==> config.mk <==
export PLATFORM = sky130hd
export DESIGN_NAME = vu_meter_pwm_multi
export DESIGN_NICKNAME = d
export VERILOG_FILES = /design/src/rtl/vu_meter_pwm_multi.sv
export SDC_FILE = /design/constraint.sdc
export NUM_CORES = 1
export LEC_CHECK = 0
export ABC_AREA = 1
export CAP_MARGIN = 10
export CORE_MARGIN = 2
export CORE_UTILIZATION = 60
export DETAILED_ROUTE_END_ITERATION = 8
export PLACE_DENSITY = 0.81
export SLEW_MARGIN = 20
export SYNTH_ARGS = -nofsm -noshare
export SYNTH_HDL_FRONTEND = slang
export SYNTH_SLANG_ARGS = --single-unit
==> constraint.sdc <==
create_clock -name clk -period 5.45 [get_ports clk]
set_clock_uncertainty 0.15 [all_clocks]
set_input_delay 1.09 -clock clk [delete_from_list [all_inputs] [get_ports clk]]
set_output_delay 1.09 -clock clk [all_outputs]
set_load 0.01 [all_outputs]
==> src/rtl/vu_meter_pwm_multi.sv <==
// Multi-channel VU meter: rectify, window-average, optional peak-hold with decay,
// and one double-buffered PWM coil drive per channel sharing a single phase counter.
module vu_meter_pwm_multi #(
  parameter int unsigned NUM_CH     = 2,
  parameter int unsigned SAMPLE_W   = 16,
  parameter int unsigned AVG_LOG2   = 4,
  parameter int unsigned PWM_BITS   = 7,
  parameter int unsigned PWM_DIV    = 64,
  parameter int unsigned DECAY_STEP = 4
) (
  input  logic                         clk,
  input  logic                         reset,
  input  logic                         audio_clk_enable,
  input  logic                         audio_enable,
  input  logic [NUM_CH*SAMPLE_W-1:0]   audio_in,
  input  logic                         peak_mode,
  output logic [NUM_CH*PWM_BITS-1:0]   level_out,
  output logic                         level_valid,
  output logic [NUM_CH-1:0]            vu_pwm
);

  localparam int unsigned MAG_W = SAMPLE_W - 1;
  localparam int unsigned ACC_W = SAMPLE_W - 1 + AVG_LOG2;
  localparam int unsigned DIV_W = (PWM_DIV > 1) ? $clog2(PWM_DIV) : 1;

  logic [DIV_W-1:0]    pre_cnt;
  logic [PWM_BITS-1:0] phase;
  logic [AVG_LOG2-1:0] win_cnt;
  logic [ACC_W-1:0]    acc    [NUM_CH];
  logic [PWM_BITS-1:0] held   [NUM_CH];
  logic [PWM_BITS-1:0] shadow [NUM_CH];
  logic [PWM_BITS-1:0] duty   [NUM_CH];

  logic                tick_c;
  logic                wrap_c;
  logic                accepted_c;
  logic                win_end_c;
  logic [SAMPLE_W-1:0] samp_c  [NUM_CH];
  logic [SAMPLE_W-1:0] neg_c   [NUM_CH];
  logic [MAG_W-1:0]    mag_c   [NUM_CH];
  logic [ACC_W-1:0]    sum_c   [NUM_CH];
  logic [PWM_BITS-1:0] level_c [NUM_CH];
  logic [PWM_BITS-1:0] decay_c [NUM_CH];
  logic [PWM_BITS-1:0] disp_c  [NUM_CH];

  assign tick_c     = (pre_cnt == DIV_W'(PWM_DIV - 1));
  assign wrap_c     = tick_c && (phase == {PWM_BITS{1'b1}});
  assign accepted_c = audio_clk_enable && audio_enable;
  assign win_end_c  = accepted_c && (win_cnt == {AVG_LOG2{1'b1}});

  // Per-channel rectify, running sum, level extraction and peak-hold decay
  always_comb begin
    for (int c = 0; c < NUM_CH; c++) begin
      samp_c[c] = audio_in[c*SAMPLE_W +: SAMPLE_W];
      neg_c[c]  = ~samp_c[c] + SAMPLE_W'(1);
      mag_c[c]  = samp_c[c][MAG_W-1:0];
      if (samp_c[c][SAMPLE_W-1]) begin
        // the most negative code has no positive twin; clamp to full scale
        if (samp_c[c][MAG_W-1:0] == '0) mag_c[c] = {MAG_W{1'b1}};
        else                           mag_c[c] = neg_c[c][MAG_W-1:0];
      end
      sum_c[c]   = acc[c] + ACC_W'(mag_c[c]);
      level_c[c] = sum_c[c][ACC_W-1 -: PWM_BITS];
      decay_c[c] = (held[c] > PWM_BITS'(DECAY_STEP)) ? held[c] - PWM_BITS'(DECAY_STEP)
                                                     : '0;
      disp_c[c]  = (peak_mode && (decay_c[c] > level_c[c])) ? decay_c[c] : level_c[c];
    end
  end

  // Free-running PWM timebase; keeps running while audio is disabled
  always_ff @(posedge clk) begin
    if (reset) begin
      pre_cnt <= '0;
      phase   <= '0;
    end else begin
      pre_cnt <= tick_c ? '0 : pre_cnt + DIV_W'(1);
      if (tick_c) phase <= phase + PWM_BITS'(1);
    end
  end

  // Averaging, display registers and double-buffered duty
  always_ff @(posedge clk) begin
    if (reset) begin
      win_cnt     <= '0;
      level_out   <= '0;
      level_valid <= 1'b0;
      vu_pwm      <= '0;
      for (int c = 0; c < NUM_CH; c++) begin
        acc[c]    <= '0;
        held[c]   <= '0;
        shadow[c] <= '0;
        duty[c]   <= '0;
      end
    end else if (!audio_enable) begin
      win_cnt     <= '0;
      level_out   <= '0;
      level_valid <= 1'b0;
      vu_pwm      <= '0;
      for (int c = 0; c < NUM_CH; c++) begin
        acc[c]    <= '0;
        held[c]   <= '0;
        shadow[c] <= '0;
        duty[c]   <= '0;
      end
    end else begin
      level_valid <= win_end_c;
      if (accepted_c) win_cnt <= win_cnt + AVG_LOG2'(1);
      for (int c = 0; c < NUM_CH; c++) begin
        if (accepted_c) acc[c] <= win_end_c ? '0 : sum_c[c];
        if (win_end_c) begin
          held[c]                            <= disp_c[c];
          shadow[c]                          <= disp_c[c];
          level_out[c*PWM_BITS +: PWM_BITS]  <= disp_c[c];
        end
        // shadow is sampled before a coincident window-end update lands
        if (wrap_c) duty[c] <= shadow[c];
        vu_pwm[c] <= (phase < duty[c]);
      end
    end
  end

endmodule

==> results of run 1 <==
-- layer usage --
metal	vias up	routed length, um	track usage
met1	3547	8983	0.3420
met5	-	0	0
met3	84	1594	0.03114
met4	0	739	0.09176
met2	436	10470	0.4721
li1	3758	-	-
-- stage by stage --
step	utilization	cell area (um^2)	hold slack, ns	worst slack (ns)	setup TNS (ns)
3_5_place_dp	0.7306	9145	0.2876	-0.2495	-3.281
5_1_grt	0.8196	10260	0.3274	-0.3670	-4.777
4_1_cts	0.7532	9428	0.3019	0.09605	0
6_report	0.8196	10260	0.3001	-0.02678	-0.04490
2_1_floorplan	-	7624	0.2679	0.4990	0
3_3_place_gp	0.7306	9145	0.2822	-0.2334	-1.834
-- cell usage after synthesis (3+ instances only) --
master / number / area (um^2)
a21oi_1: 72 / 360.4
and2_1: 12 / 75.07
buf_4: 4 / 30.03
buf_6: 3 / 33.78
clkbuf_1: 3 / 11.26
dfxtp_1: 34 / 680.7
edfxtp_1: 66 / 1982
ha_1: 70 / 875.8
inv_1: 144 / 540.5
inv_2: 4 / 15.01
nand2_1: 222 / 833.3
nand2_2: 7 / 43.79
nand3_1: 105 / 525.5
nand3b_1: 4 / 30.03
nand4_1: 6 / 37.54
nor2_1: 130 / 488.0
nor2_2: 12 / 75.07
nor3_1: 8 / 40.04
nor3_4: 3 / 48.80
nor4_1: 4 / 25.02
o21a_1: 4 / 30.03
o21ai_0: 37 / 185.2
o21ai_2: 12 / 105.1
or2_1: 3 / 18.77
or2_2: 11 / 68.82
xnor2_1: 8 / 70.07
xor2_1: 13 / 113.9
-- worst reg2reg max path, stage by stage, from the launching register on --
cell and delay, ns:
edfxtp_1 0.45, ha_4 0.33, nand2_1 0.12, nor2_1 0.17, nand3_1 0.11, nand3_2 0.14
nand2_1 0.11, nand2_1 0.10, nand2_1 0.11, and2_1 0.22, ha_4 0.30, nand2_1 0.05
o21ai_1 0.11, nand2_1 0.06, o211ai_1 0.12, buf_4 0.18, nand3_1 0.06, nand2_1 0.08
inv_1 0.07, nand3_1 0.12, inv_1 0.06
-- registers in the layout, indices dropped and copies added (netlist names) --
register	count
acc	38
duty	14
held	14
level_out	14
level_valid	1
phase	7
pre_cnt	6
vu_pwm	2
win_cnt	4
-- worst paths after layout --
path                               to  slack (ns)  depth (start not counted)
max          held[0][8]$_SDFFCE_PN0P_       -0.03                         33
min             pre_cnt[0]$_SDFF_PP0_        0.30                          1
max reg2reg  held[0][8]$_SDFFCE_PN0P_        1.98                         20
min reg2reg     pre_cnt[0]$_SDFF_PP0_        0.30                          1
-- report_power, final --
part           total, uW  internal (uW)  leakage, uW  switching, uW
Sequential           872            845      0.00101           26.3
Combinational        829            377      0.00375            452
Clock                647            319     0.000136            328
Total               2350           1540      0.00490            806
-- repair_timing --
item / CTS / global route
setup buffers: 0 / 15
setup endpoints to repair: 0 / 28
gates resized for setup: 0 / 153
-- logic make-up (layout without fill, tap and decap cells) --
group	count (synthesis)	count (layout)	synth area share
AND/OR/NAND/NOR	540	542	0.3215
buffers and inverters	163	350	0.08616
flip-flops	100	100	0.3493
adder cells (fa/ha/maj)	72	72	0.1201
AO/OA/AOI/OAI	135	135	0.09880
XOR/XNOR	21	21	0.02413
-- layout make-up --
class	count	area, um^2
multi-input cells	770	5012
flip-flops and latches	100	2663
fillers	757	2258
repair buffers	183	1514
inverters	151	571.8
clock buffers	10	229.0
well taps	172	215.2
clock inverters	6	53.80
==> impl_metrics.ini, run 1 <==
[run_status]
status = finished with violations
violations = setup timing

[cts]
numCtsBuffers = 9
htree_levels = 3
cts_root_buf = clkbuf_16
clk_pin_slew_ns = 0.07
holdBufCountCts = 0
clock_latency_ns = 0.37
cts_tree = done
cts.sinks = 100
clockBufferDepth = 2

[power]
p_per_area_mw_per_mm2 = 228.8
total_power_uw = 2348
p_leak_uw = 0.004898
peakVddDrop_mv = 0.1343

[critical_path]
crit_arrival_ns = 5.45
critical-path-max-stage-delay_ns = 0.43
cp_top_family = simple AND/OR/NAND/NOR gates
crit_slowest_cell = clkdlybuf4s50_1
start_kind = input port
crit_start = audio_in[16]
worst-path-buf-inv = 8
cp_common_cell = nand2_1
r2r-start = acc[0][24]$_SDFFCE_PP0P_
critPathCaptureType = register
critical_path_peak_fanout = 4
required_ns = 5.42
critPathKind = in -> reg

[drt]
drtPass1Iterations = 8
drc = 0
via_per_inst = 5.621
avgRoutedWirePerCell_um = 15.65
via_count = 7825
drt_iter0_drc = 722
ant_nets = 0
finalWirelength_mm = 21.79

[floorplanning]
die_h_um = 116.7
die_area_mm2 = 0.01362
die_w_um = 116.7
pin_count = 54
rows = 41
start_util = 0.6091
design.core.area_mm2 = 0.01252

[yosys]
yosysWarningCount = 0
netlist_instances = 1031
synth-edff-count = 66
synth_ff_type = edfxtp_1
synth_area_per_cell_um2 = 7.394
async_reset_ff_frac = 0
synth_seq_cells = 100
yosysSeqAreaShare = 0.3493
synth_cell_types = 48
syn_nets = 1140
syn_area_mm2 = 0.007624

[timing]
tightest_slew_ns = 1.028
period_share = 1.005
fmax_ghz = 0.1826
setup_ws_ns = -0.02678
setup_viol = 2
hold_violations = 0
period_minus_slack_ns = 5.477
drv_slew = 0
slew_headroom = 0.3147

[min_path]
hp-start = pre_cnt[0]$_SDFF_PP0_
hold_class = reg -> reg

[place]
gp_congestion = 0.8997
dp_cells = 1358
dp_hpwl_mm = 13.61
port_buffers = 53

[finish]
mostFrequentLayoutCell = nand2_1
final_cell_mix = nand2_1, inv_1, buf_4
nNetsFinal = 1324
drive_gt1_frac = 0.2689
antenna_cells = 0
stdcell_count = 1392
syn2layout_area_growth_pct = 34.56

[global_route]
grt_usage = 0.2681
antenna_found_initial = 0
overflow = 0
grt_pass1_wl_mm = 29.03
grt_max_degree = 39
grt_pass1_vias = 6729

[run]
drv_cap = 0
No activity file was read; power rests on OpenSTA's default activity.
==> run 2: changes to the inputs <==
==> constraint.sdc (replaced) <==
create_clock -name clk -period 6.4 [get_ports clk]
set_clock_uncertainty 0.15 [all_clocks]
set_input_delay 1.28 -clock clk [delete_from_list [all_inputs] [get_ports clk]]
set_output_delay 1.28 -clock clk [all_outputs]
set_load 0.01 [all_outputs]
==> impl_metrics.ini, run 2 (synthesis results as in run 1) <==
[timing]
period_share = 0.9380
setup_viol = 0
setup_ws_ns = 0.3966
rsz0062_at_grt = false
drv_slew = 0
tightest_slew_ns = 1.016
hold_violations = 0
period_minus_slack_ns = 6.003
fmax_ghz = 0.1666
slew_headroom = 0.3220
tns_ns = 0

[global_route]
grt_usage = 0.2489
grt_pass1_vias = 6058
antenna_found_initial = 0
grt_pass1_wl_mm = 26.97
overflow = 0
grt_max_degree = 39

[cts]
holdBufCountCts = 0
clock_latency_ns = 0.36
cts.sinks = 100
htree_levels = 3
cts_root_buf = clkbuf_16
clockBufferDepth = 2
cts_setup_buffers = 0
clk_pin_slew_ns = 0.07
numCtsBuffers = 9
cts_tree = done
cts_resized = 0

[power]
p_comb_frac = 0.257
clkPwrFrac = 0.324
power.switching_uw = 559.3
pwr-share-seq = 0.419
p_int_uw = 1195
p_per_area_mw_per_mm2 = 203.5
swShare = 0.3187
p_leak_uw = 0.004193
peakVddDrop_mv = 0.1455

[finish]
multiInputGateArea_mm2 = 0.004322
syn2layout_area_growth_pct = 13.11
regMostFlops = acc
largest_reg_flops = 38
mostFrequentLayoutCell = nand2_1
antenna_cells = 0
fillCellCount = 1093
nNetsFinal = 1194
final_cell_mix = nand2_1, inv_1, nor2_1
drive_gt1_frac = 0.07339
area.sequential_mm2 = 0.002663

[drt]
met1_length_mm = 7.781
avgRoutedWirePerCell_um = 12.96
via_count = 6689
ant_nets = 0
drt_iter0_drc = 433
finalWirelength_mm = 16.36
wl_met2_mm = 7.465
via_per_inst = 5.300
drtPass1Iterations = 5
drc = 0
wl_met3_um = 820
highest_layer = met4

[min_path]
hold_class = reg -> reg

[floorplanning]
design.core.area_mm2 = 0.01252
die_h_um = 116.7
start_util = 0.6091
pin_count = 54
die_w_um = 116.7
rows = 41
die_area_mm2 = 0.01362

[critical_path]
critical-path-max-stage-delay_ns = 0.41
critical_path_peak_fanout = 13
critPathKind = in -> reg
required_ns = 6.37
crit_slowest_cell = clkdlybuf4s50_1
critPathCaptureType = register
crit_arrival_ns = 5.97
cp_top_family = simple AND/OR/NAND/NOR gates
worst-path-buf-inv = 6
start_kind = input port

[run]
drv_cap = 0

[place]
pre_cts_slack_ns = 0.1396
dp_hpwl_mm = 12.44
port_buffers = 53
gp_congestion = 0.9410

[run_status]
status = finished, final reports clean
run 2: worst reg2reg max path, stage by stage (launching register included):
cell,delay [ns]
edfxtp_1,0.38
ha_1,0.26
fa_1,0.46
nand3_1,0.13
nand3_1,0.10
inv_1,0.11
o21ai_2,0.08
nand3_1,0.12
nand3_1,0.10
and2_1,0.18
ha_1,0.33
nand2_1,0.06
o21ai_0,0.18
nand2_1,0.09
o211ai_1,0.21
nand2_2,0.24
o21ai_0,0.22
inv_1,0.06
nand3_1,0.09
inv_1,0.05
run 2: per-stage QoR:
step / hold slack (ns) / cells / power, uW / cell area [um^2] / utilization
6_report: 0.3048 / 1262 / 1755 / 8623 / 0.6889
5_1_grt: 0.3249 / 1262 / 1850 / 8623 / 0.6889
4_1_cts: 0.3070 / 1262 / 1756 / 8611 / 0.6879
3_5_place_dp: 0.2947 / 1246 / 1188 / 8304 / 0.6634
3_3_place_gp: 0.2829 / 1246 / 1180 / 8304 / 0.6634
2_1_floorplan: 0.2679 / 1031 / 1074 / 7624 / -
run 2: cell type report:
cell class | instances | area share
timing repair buffer | 55 | 0.06326
clock inverter | 7 | 0.009431
inverter | 151 | 0.06631
multi-input combinational | 768 | 0.5012
clock buffer | 9 | 0.02612
tap | 172 | 0.02496
sequential | 100 | 0.3088
run 2: final timing paths:
kind / start / end / slack [ns] / cells past startpoint
setup reg to reg: acc[0][19]$_SDFFCE_PP0P_ / held[0][11]$_SDFFCE_PN0P_ / 2.59 / 19
hold reg to reg: level_out[5]$_SDFFE_PP0P_ / level_out[5]$_SDFFE_PP0P_ / 0.30 / 2
hold / removal: level_out[5]$_SDFFE_PP0P_ / level_out[5]$_SDFFE_PP0P_ / 0.30 / 2
setup / recovery: audio_in[16] / held[0][11]$_SDFFCE_PN0P_ / 0.40 / 30
run 2: power groups by stage:
stage / combinational (uW) / clock [uW] / sequential, uW
global placement: 432 / 0 / 749
global route: 512 / 599 / 739
detailed placement: 439 / 0 / 749
CTS: 443 / 578 / 735
finish: 451 / 568 / 735
floorplan: 328 / 0 / 745
run 2: layer usage:
metal	track usage	vias up
li1	-	3507
met1	0.3397	2990
met2	0.4058	168
met3	0.03944	24
met4	0.08314	0
met5	0	-
